==> config.mk <==
export PLATFORM = sky130hd
export DESIGN_NAME = instr_fetch
export DESIGN_NICKNAME = d
export VERILOG_FILES = /design/src/rtl/instr_fetch_pkg.sv /design/src/rtl/instr_fetch_step_edge.sv /design/src/rtl/instr_fetch.sv
export SDC_FILE = /design/constraint.sdc
export NUM_CORES = 1
export LEC_CHECK = 0
export BUFFER_PORTS_ARGS = -buffer_cell sky130_fd_sc_hd__buf_2
export CORE_MARGIN = 10
export CORE_UTILIZATION = 45
export CTS_BUF_LIST = sky130_fd_sc_hd__clkbuf_8
export DETAILED_ROUTE_END_ITERATION = 6
export GPL_TIMING_DRIVEN = 0
export PLACE_DENSITY = 0.73
export SLEW_MARGIN = 20
export SYNTH_ARGS = -nofsm -noshare
export SYNTH_HDL_FRONTEND = slang
export SYNTH_SLANG_ARGS = --single-unit
==> constraint.sdc <==
create_clock -name clk -period 6.75 [get_ports clk]
set_input_delay 1.6875 -clock clk [delete_from_list [all_inputs] [get_ports clk]]
set_output_delay 1.6875 -clock clk [all_outputs]
set_load 0.1 [all_outputs]
==> src/rtl/instr_fetch_pkg.sv <==
// Shared constants and types for the instruction fetch stage.
package instr_fetch_pkg;

  localparam int INSTR_W = 16;
  localparam logic [INSTR_W-1:0] NOP_INSTR = 16'h0000;

  // PC-relative branch offset field inside the instruction word
  localparam int BR_OFF_LSB = 0;
  localparam int BR_OFF_MSB = 7;
  localparam int BR_OFF_W   = BR_OFF_MSB - BR_OFF_LSB + 1;

  // Debug encodings shown on fetch_state (WAIT deliberately shares START's code)
  localparam logic [1:0] DBG_START = 2'd0;
  localparam logic [1:0] DBG_FETCH = 2'd1;
  localparam logic [1:0] DBG_LOAD  = 2'd2;
  localparam logic [1:0] DBG_EXEC  = 2'd3;
  localparam logic [1:0] DBG_WAIT  = 2'd0;

  typedef enum logic [2:0] {
    ST_START = 3'd0,
    ST_FETCH = 3'd1,
    ST_LOAD  = 3'd2,
    ST_EXEC  = 3'd3,
    ST_WAIT  = 3'd4
  } fetch_state_e;

  // Map internal state to the 2-bit debug LED code
  function automatic logic [1:0] dbg_code(fetch_state_e s);
    logic [1:0] code;
    case (s)
      ST_START: code = DBG_START;
      ST_FETCH: code = DBG_FETCH;
      ST_LOAD:  code = DBG_LOAD;
      ST_EXEC:  code = DBG_EXEC;
      ST_WAIT:  code = DBG_WAIT;
      default:  code = DBG_START;
    endcase
    return code;
  endfunction

  // Sign-extend the branch offset field to 32 bits; callers truncate to ADDR_W
  function automatic logic [31:0] sext_br_off(logic [INSTR_W-1:0] ins);
    return {{(32-BR_OFF_W){ins[BR_OFF_MSB]}}, ins[BR_OFF_MSB:BR_OFF_LSB]};
  endfunction

endpackage

==> src/rtl/instr_fetch_step_edge.sv <==
// Step button: 2-flop synchronizer followed by a rising-edge pulse generator.
module step_edge (
  input  logic clk,
  input  logic rst_n,
  input  logic step,
  output logic step_pulse
);

  logic sync1_q, sync2_q;
  logic hist_q;

  // Synchronizer flops reset to 1 so a button held through reset is treated as
  // an already-seen press; any pulse this makes during reset/START is discarded.
  always_ff @(posedge clk or negedge rst_n) begin
    if (!rst_n) begin
      sync1_q <= 1'b1;
      sync2_q <= 1'b1;
    end else begin
      sync1_q <= step;
      sync2_q <= sync1_q;
    end
  end

  // Edge history register, one cycle behind the synchronizer output
  always_ff @(posedge clk or negedge rst_n) begin
    if (!rst_n) begin
      hist_q <= 1'b0;
    end else begin
      hist_q <= sync2_q;
    end
  end

  assign step_pulse = sync2_q & ~hist_q;

endmodule

==> src/rtl/instr_fetch.sv <==
// Instruction fetch/sequencing: PC, ROM interface, instruction register, next-PC.
module instr_fetch
  import instr_fetch_pkg::*;
#(
  parameter int                 ADDR_W   = 8,
  parameter logic [ADDR_W-1:0]  RESET_PC = '0
) (
  input  logic               clk,
  input  logic               rst_n,
  input  logic               run,
  input  logic               step,
  input  logic [INSTR_W-1:0] im_data,
  input  logic               branch_taken,
  input  logic               imadd_sl,
  input  logic [ADDR_W-1:0]  jump_addr,
  output logic               im_en,
  output logic [ADDR_W-1:0]  im_addr,
  output logic [INSTR_W-1:0] instr,
  output logic               instr_valid,
  output logic [ADDR_W-1:0]  pc,
  output logic [1:0]         fetch_state
);

  fetch_state_e state_q, state_d;
  logic [INSTR_W-1:0] instr_q, instr_d;
  logic [ADDR_W-1:0]  pc_q, pc_d;             // address of the word held in instr
  logic [ADDR_W-1:0]  fetch_pc_q, fetch_pc_d; // address of the next word to fetch
  logic [ADDR_W-1:0]  next_pc;
  logic               step_pulse;

  step_edge u_step_edge (
    .clk        (clk),
    .rst_n      (rst_n),
    .step       (step),
    .step_pulse (step_pulse)
  );

  // Next-PC select: jump beats branch beats sequential, all modulo 2^ADDR_W
  always_comb begin
    next_pc = pc_q + ADDR_W'(1);
    if (imadd_sl) begin
      next_pc = jump_addr;
    end else if (branch_taken) begin
      next_pc = pc_q + ADDR_W'(1) + ADDR_W'(sext_br_off(instr_q));
    end
  end

  // Sequencer next state; step pulses outside WAIT are simply ignored
  always_comb begin
    state_d = state_q;
    case (state_q)
      ST_START: state_d = run ? ST_FETCH : ST_WAIT;
      ST_FETCH: state_d = ST_LOAD;
      ST_LOAD:  state_d = ST_EXEC;
      ST_EXEC:  state_d = run ? ST_FETCH : ST_WAIT;
      ST_WAIT:  if (run || step_pulse) state_d = ST_FETCH;
      default:  state_d = ST_START;
    endcase
  end

  // Datapath next values: capture instruction in LOAD, advance fetch PC in EXEC
  always_comb begin
    instr_d    = instr_q;
    pc_d       = pc_q;
    fetch_pc_d = fetch_pc_q;
    if (state_q == ST_LOAD) begin
      instr_d = im_data;
      pc_d    = fetch_pc_q;
    end
    if (state_q == ST_EXEC) begin
      fetch_pc_d = next_pc;
    end
  end

  // State register
  always_ff @(posedge clk or negedge rst_n) begin
    if (!rst_n) begin
      state_q <= ST_START;
    end else begin
      state_q <= state_d;
    end
  end

  // Instruction register and PCs; reset abandons any in-flight instruction
  always_ff @(posedge clk or negedge rst_n) begin
    if (!rst_n) begin
      instr_q    <= NOP_INSTR;
      pc_q       <= RESET_PC;
      fetch_pc_q <= RESET_PC;
    end else begin
      instr_q    <= instr_d;
      pc_q       <= pc_d;
      fetch_pc_q <= fetch_pc_d;
    end
  end

  assign im_en       = (state_q == ST_FETCH);
  assign im_addr     = fetch_pc_q;
  assign instr       = instr_q;
  assign instr_valid = (state_q == ST_EXEC);
  assign pc          = pc_q;
  assign fetch_state = dbg_code(state_q);

endmodule

# Word level (Yosys, flattened, before mapping)
# Index checks and enable logic that the tools add are counted.
[word_totals]
inputBits = 30
output_inout_bits = 36
register_bits = 38
word_cells = 25
[op_classes]
bitwise_logic = 2
addsub = 2
n_eq_ne = 5
reduce_logical = 3
muxes = 6
[ops]
columns = ["cell", "count"]
rows = [
  ["2-to-1 mux 8 bit", 2],
  ["case mux 3 bit (4 select lines)", 1],
  ["adder 8 x 1 -> 8 bit, second input constant", 1],
  ["adder 8 bit", 1],
  ["== test 3 x 2 -> 1 bit, second input constant", 2],
  ["2-to-1 mux 3 bit", 2],
  ["case mux 2 bit (3 select lines)", 1],
  ["== test 3 x 1 -> 1 bit, second input constant", 1],
  ["== test 3 bit, second input constant", 1],
  ["logical NOT 3 bit", 1],
  ["!= test 2 bit, second input constant", 1],
  ["OR reduction 2 bit", 1],
  ["bitwise AND 1 bit", 1],
  ["logical OR 1 bit", 1],
  ["NOT 1 bit", 1],
]

# Depth between registers and ports, before layout
[depth]
word_depth = 5
ltp_mapped = 11
depth_no_buf = 11

# Hierarchy
# From an unflattened synthesis, not the netlist that was laid out.
[unflattened]
hier_cells = 181
area_unflattened_um2 = 1991.9
[modules_own_cells]
columns = ["module", "instances", "area_per_inst_um2", "cells_each", "seq_area_each_um2"]
rows = [
  ["instr_fetch", 1, 1900.6, 177, 875.8],
  ["step_edge", 1, 91.3, 4, 77.6],
]

# Worst setup path before layout
# OpenSTA, ideal clock, no wires.
[synth_timing]
path_type = "reg-to-output"
from = "register state_q[2]"
to = "output instr_valid"
stages_incl_launch_ff = 4
slack_ns = 2.128
arrival_ns = 2.934
required_time_ns = 5.062
cell_sequence = "dfrtp_1 nor2b_1 nand2_1 inv_1"
[synth_via]
elab_chain_len = 1
[synth_lines]
columns = ["element", "line", "rtl"]
rows = [
  ["start: declaration", "instr_fetch.sv:24", "fetch_state_e state_q, state_d;"],
  ["start signal: assignment", "instr_fetch.sv:80", "state_q <= state_d;"],
  ["== test 3 x 2 -> 1 bit", "instr_fetch.sv:100", "assign instr_valid = (state_q == ST_EXEC);"],
  ["end: declaration", "instr_fetch.sv:19", "output logic instr_valid,"],
]
# Every way passes these cells.

# Final worst setup path
# Ends and elaborated chain as after synthesis.

==> reports/results.ini <==
[detailed_routing]
routed-via-count=1564
finalWirelength_mm=4.65
dr.pass1.iters=4
post_drt_via_cell_ratio=5.13
drtIter0Drc=37
wl_per_cell_um=15.2
post-route-drc-count=0
ant_nets=0

[yosys]
netlist-cell-type-count=38
synth_nets=220
seq_area_frac_synth_pct=48.2
synth_warnings=0
syn_area_mm2=0.00198
avgSynthCellArea_um2=11.0
syn_inst=180
synth-seq-cells=38

[floorplanning]
rows=24
die-area_mm2=0.00744
die_h_um=86.3
num_io_pins=66
start_util_pct=46.0
fp.dieW_um=86.3
fp.coreArea_mm2=0.00429

[global_route]
grt_usage_pct=12.9
grt_pass1_wl_mm=7.78
grt_remaining_overflow=0
grt_max_degree=39
grt_pass1_vias=1682
antenna_found_initial=0

[critical_path]
start_kind=flip-flop
cpLargestDelayFamily=buffers and inverters
worstSetupEndpointType=primary output
slowest_delay_ns=0.44
crit_chain=nor2b_1 > nand2_1 > inv_1 > buf_2
cp_max_fo=7
crit_buf_inv=2
worstPathRequired_ns=5.06
critical_path_class=flip-flop to primary output
arrival_ns=1.69
cpMaxStageDelayCell=buf_2

[clocking]
cts_sinks=38
cts_setup_buffers=0
holdBufCountCts=0
cts_resized=0
cts.path.max_buffers=2
cts_buffers=5
path_clk_slew_ns=0.07
htreeDepth=2
cts-root-buf=clkbuf_8
clock_latency_ns=0.29
cts_tree=done

[final_layout]
layout_commonest_cell=buf_2
final_util_pct=57.8
nets=292
fillers=385
area_growth_pct=25.6
num_antenna_cells=0
layout.cells.most_common_list=buf_2 (68), dfrtp_1 (36), mux2_1 (23)
drive_gt1_share_pct=32.4

[sta]
setup_viol=0
holdWs_ns=0.359
tightest_slew_ns=0.834
slew_headroom_pct=44.4
drv_slew=0
timing.final.crit_period_ns=3.37
rsz0062_at_grt=no
fin_worst_skew_ns=0.00771
fmax_mhz=296
hold_viol=0
fin_crit_sh_pct=50.0
setup_tns_ns=0

[placed_design]
dpl.hpwl_mm=3.65
finalWeightedCongestion=0.793
port_buffers=65

[worst_hold_path]
hold_class=flip-flop to flip-flop

[run]
cap_viol_max_count=0

[status]
status=finished, final reports clean

==> path summary, 6_finish.rpt <==
path	start	to	slack, ns	depth (start not counted)
hold / removal	u_step_edge.sync1_q	u_step_edge.sync2_q	0.36	0
min in group asynchronous	rst_n	instr[7]	1.48	1
setup / recovery	state_q[2]	instr_valid	3.38	4
setup reg to reg	pc[1]	im_addr[7]	3.83	11
max in group asynchronous	rst_n	instr[2]	4.72	1
hold reg to reg	u_step_edge.sync1_q	u_step_edge.sync2_q	0.36	0
==> layout make-up <==
cell class	count	area [µm²]	share of cell area, %
multi-input combinational	130	973	39.2
sequential	38	953	38.4
timing repair buffer	65	325	13.1
clock buffer	6	82.6	3.32
tap	52	65.1	2.62
clock inverter	2	33.8	1.36
buffer	6	27.5	1.11
inverter	6	22.5	0.907
==> per-layer routing <==
| layer | global-route usage (%) | vias up | routed length, µm |
|---|---|---|---|
| met5 | 0 | - | 0 |
| met4 | 3.53 | 0 | 43 |
| met3 | 7.41 | 5 | 531 |
| met2 | 20.8 | 53 | 2130 |
| met1 | 14.3 | 729 | 1950 |
| li1 | - | 777 | - |
==> metrics by stage <==
step	setup WS (ns)	area [µm²]	instances
final	3.38	2480	305
after global routing	3.18	2480	305
after CTS	3.34	2480	305
after detailed placement	3.66	2370	297
after global placement	3.66	2370	297
after floorplan	2.13	1980	180
==> sequential cells by signal, indices dropped and copies added (netlist names) <==
signal	flops
instr	16
im_addr	8
state_q	3
u_step_edge.sync1_q	1
u_step_edge.sync2_q	1
pc	8
u_step_edge.hist_q	1
==> logic make-up after synthesis <==
family | Yosys count | synth area share (%)
adders and majority gates | 10 | 6.71
xor gates and xnor gates | 10 | 4.43
and+or+nand+nor | 43 | 10.4
DFF | 38 | 48.2
muxes | 27 | 15.1
AOI/OAI and AO/OA | 40 | 12.5
buffers and inverters | 12 | 2.53
==> cell usage after synthesis, drive strengths merged <==
| cell | number | area, µm² |
|---|---|---|
| dfrtp | 36 | 901 |
| and4 | 1 | 8.76 |
| a21o | 2 | 15.0 |
| nor2b | 3 | 18.8 |
| o21bai | 1 | 7.51 |
| nor3b | 1 | 7.51 |
| or4 | 1 | 11.3 |
| ha | 9 | 113 |
| fa | 1 | 20.0 |
| nor3 | 3 | 15.0 |
| or2 | 2 | 12.5 |
| mux2i | 4 | 40.0 |
| o41ai | 1 | 8.76 |
| a21oi | 12 | 60.1 |
| xnor2 | 6 | 52.6 |
| nand2 | 18 | 70.1 |
| o31ai | 2 | 15.0 |
| or2b | 1 | 7.51 |
| xor2 | 4 | 35.0 |
| a21boi | 1 | 7.51 |
| buf | 3 | 15.0 |
| o22a | 1 | 8.76 |
| and2 | 1 | 6.26 |
| inv | 6 | 22.5 |
| nor2 | 9 | 33.8 |
| a211oi | 4 | 35.0 |
| clkbuf | 3 | 12.5 |
| o221ai | 1 | 8.76 |
| mux2 | 23 | 259 |
| dfstp | 2 | 52.6 |
| o21a | 2 | 16.3 |
| nand3 | 3 | 15.0 |
| o21ai | 13 | 65.1 |
==> worst reg2reg max path: stages (launching register included) <==
cell      delay [ns]
dfrtp_1         0.43
ha_1            0.24
nand2_1         0.06
or2_1           0.21
xnor2_1         0.15
ha_1            0.37
nand2_2         0.08
or4_4           0.53
a211oi_2        0.29
nor3_1          0.09
nor3b_1         0.24
o22a_1          0.18
Power is not shown: default switching activity piles up to over one toggle a cycle in this logic, so the estimate is an artifact.
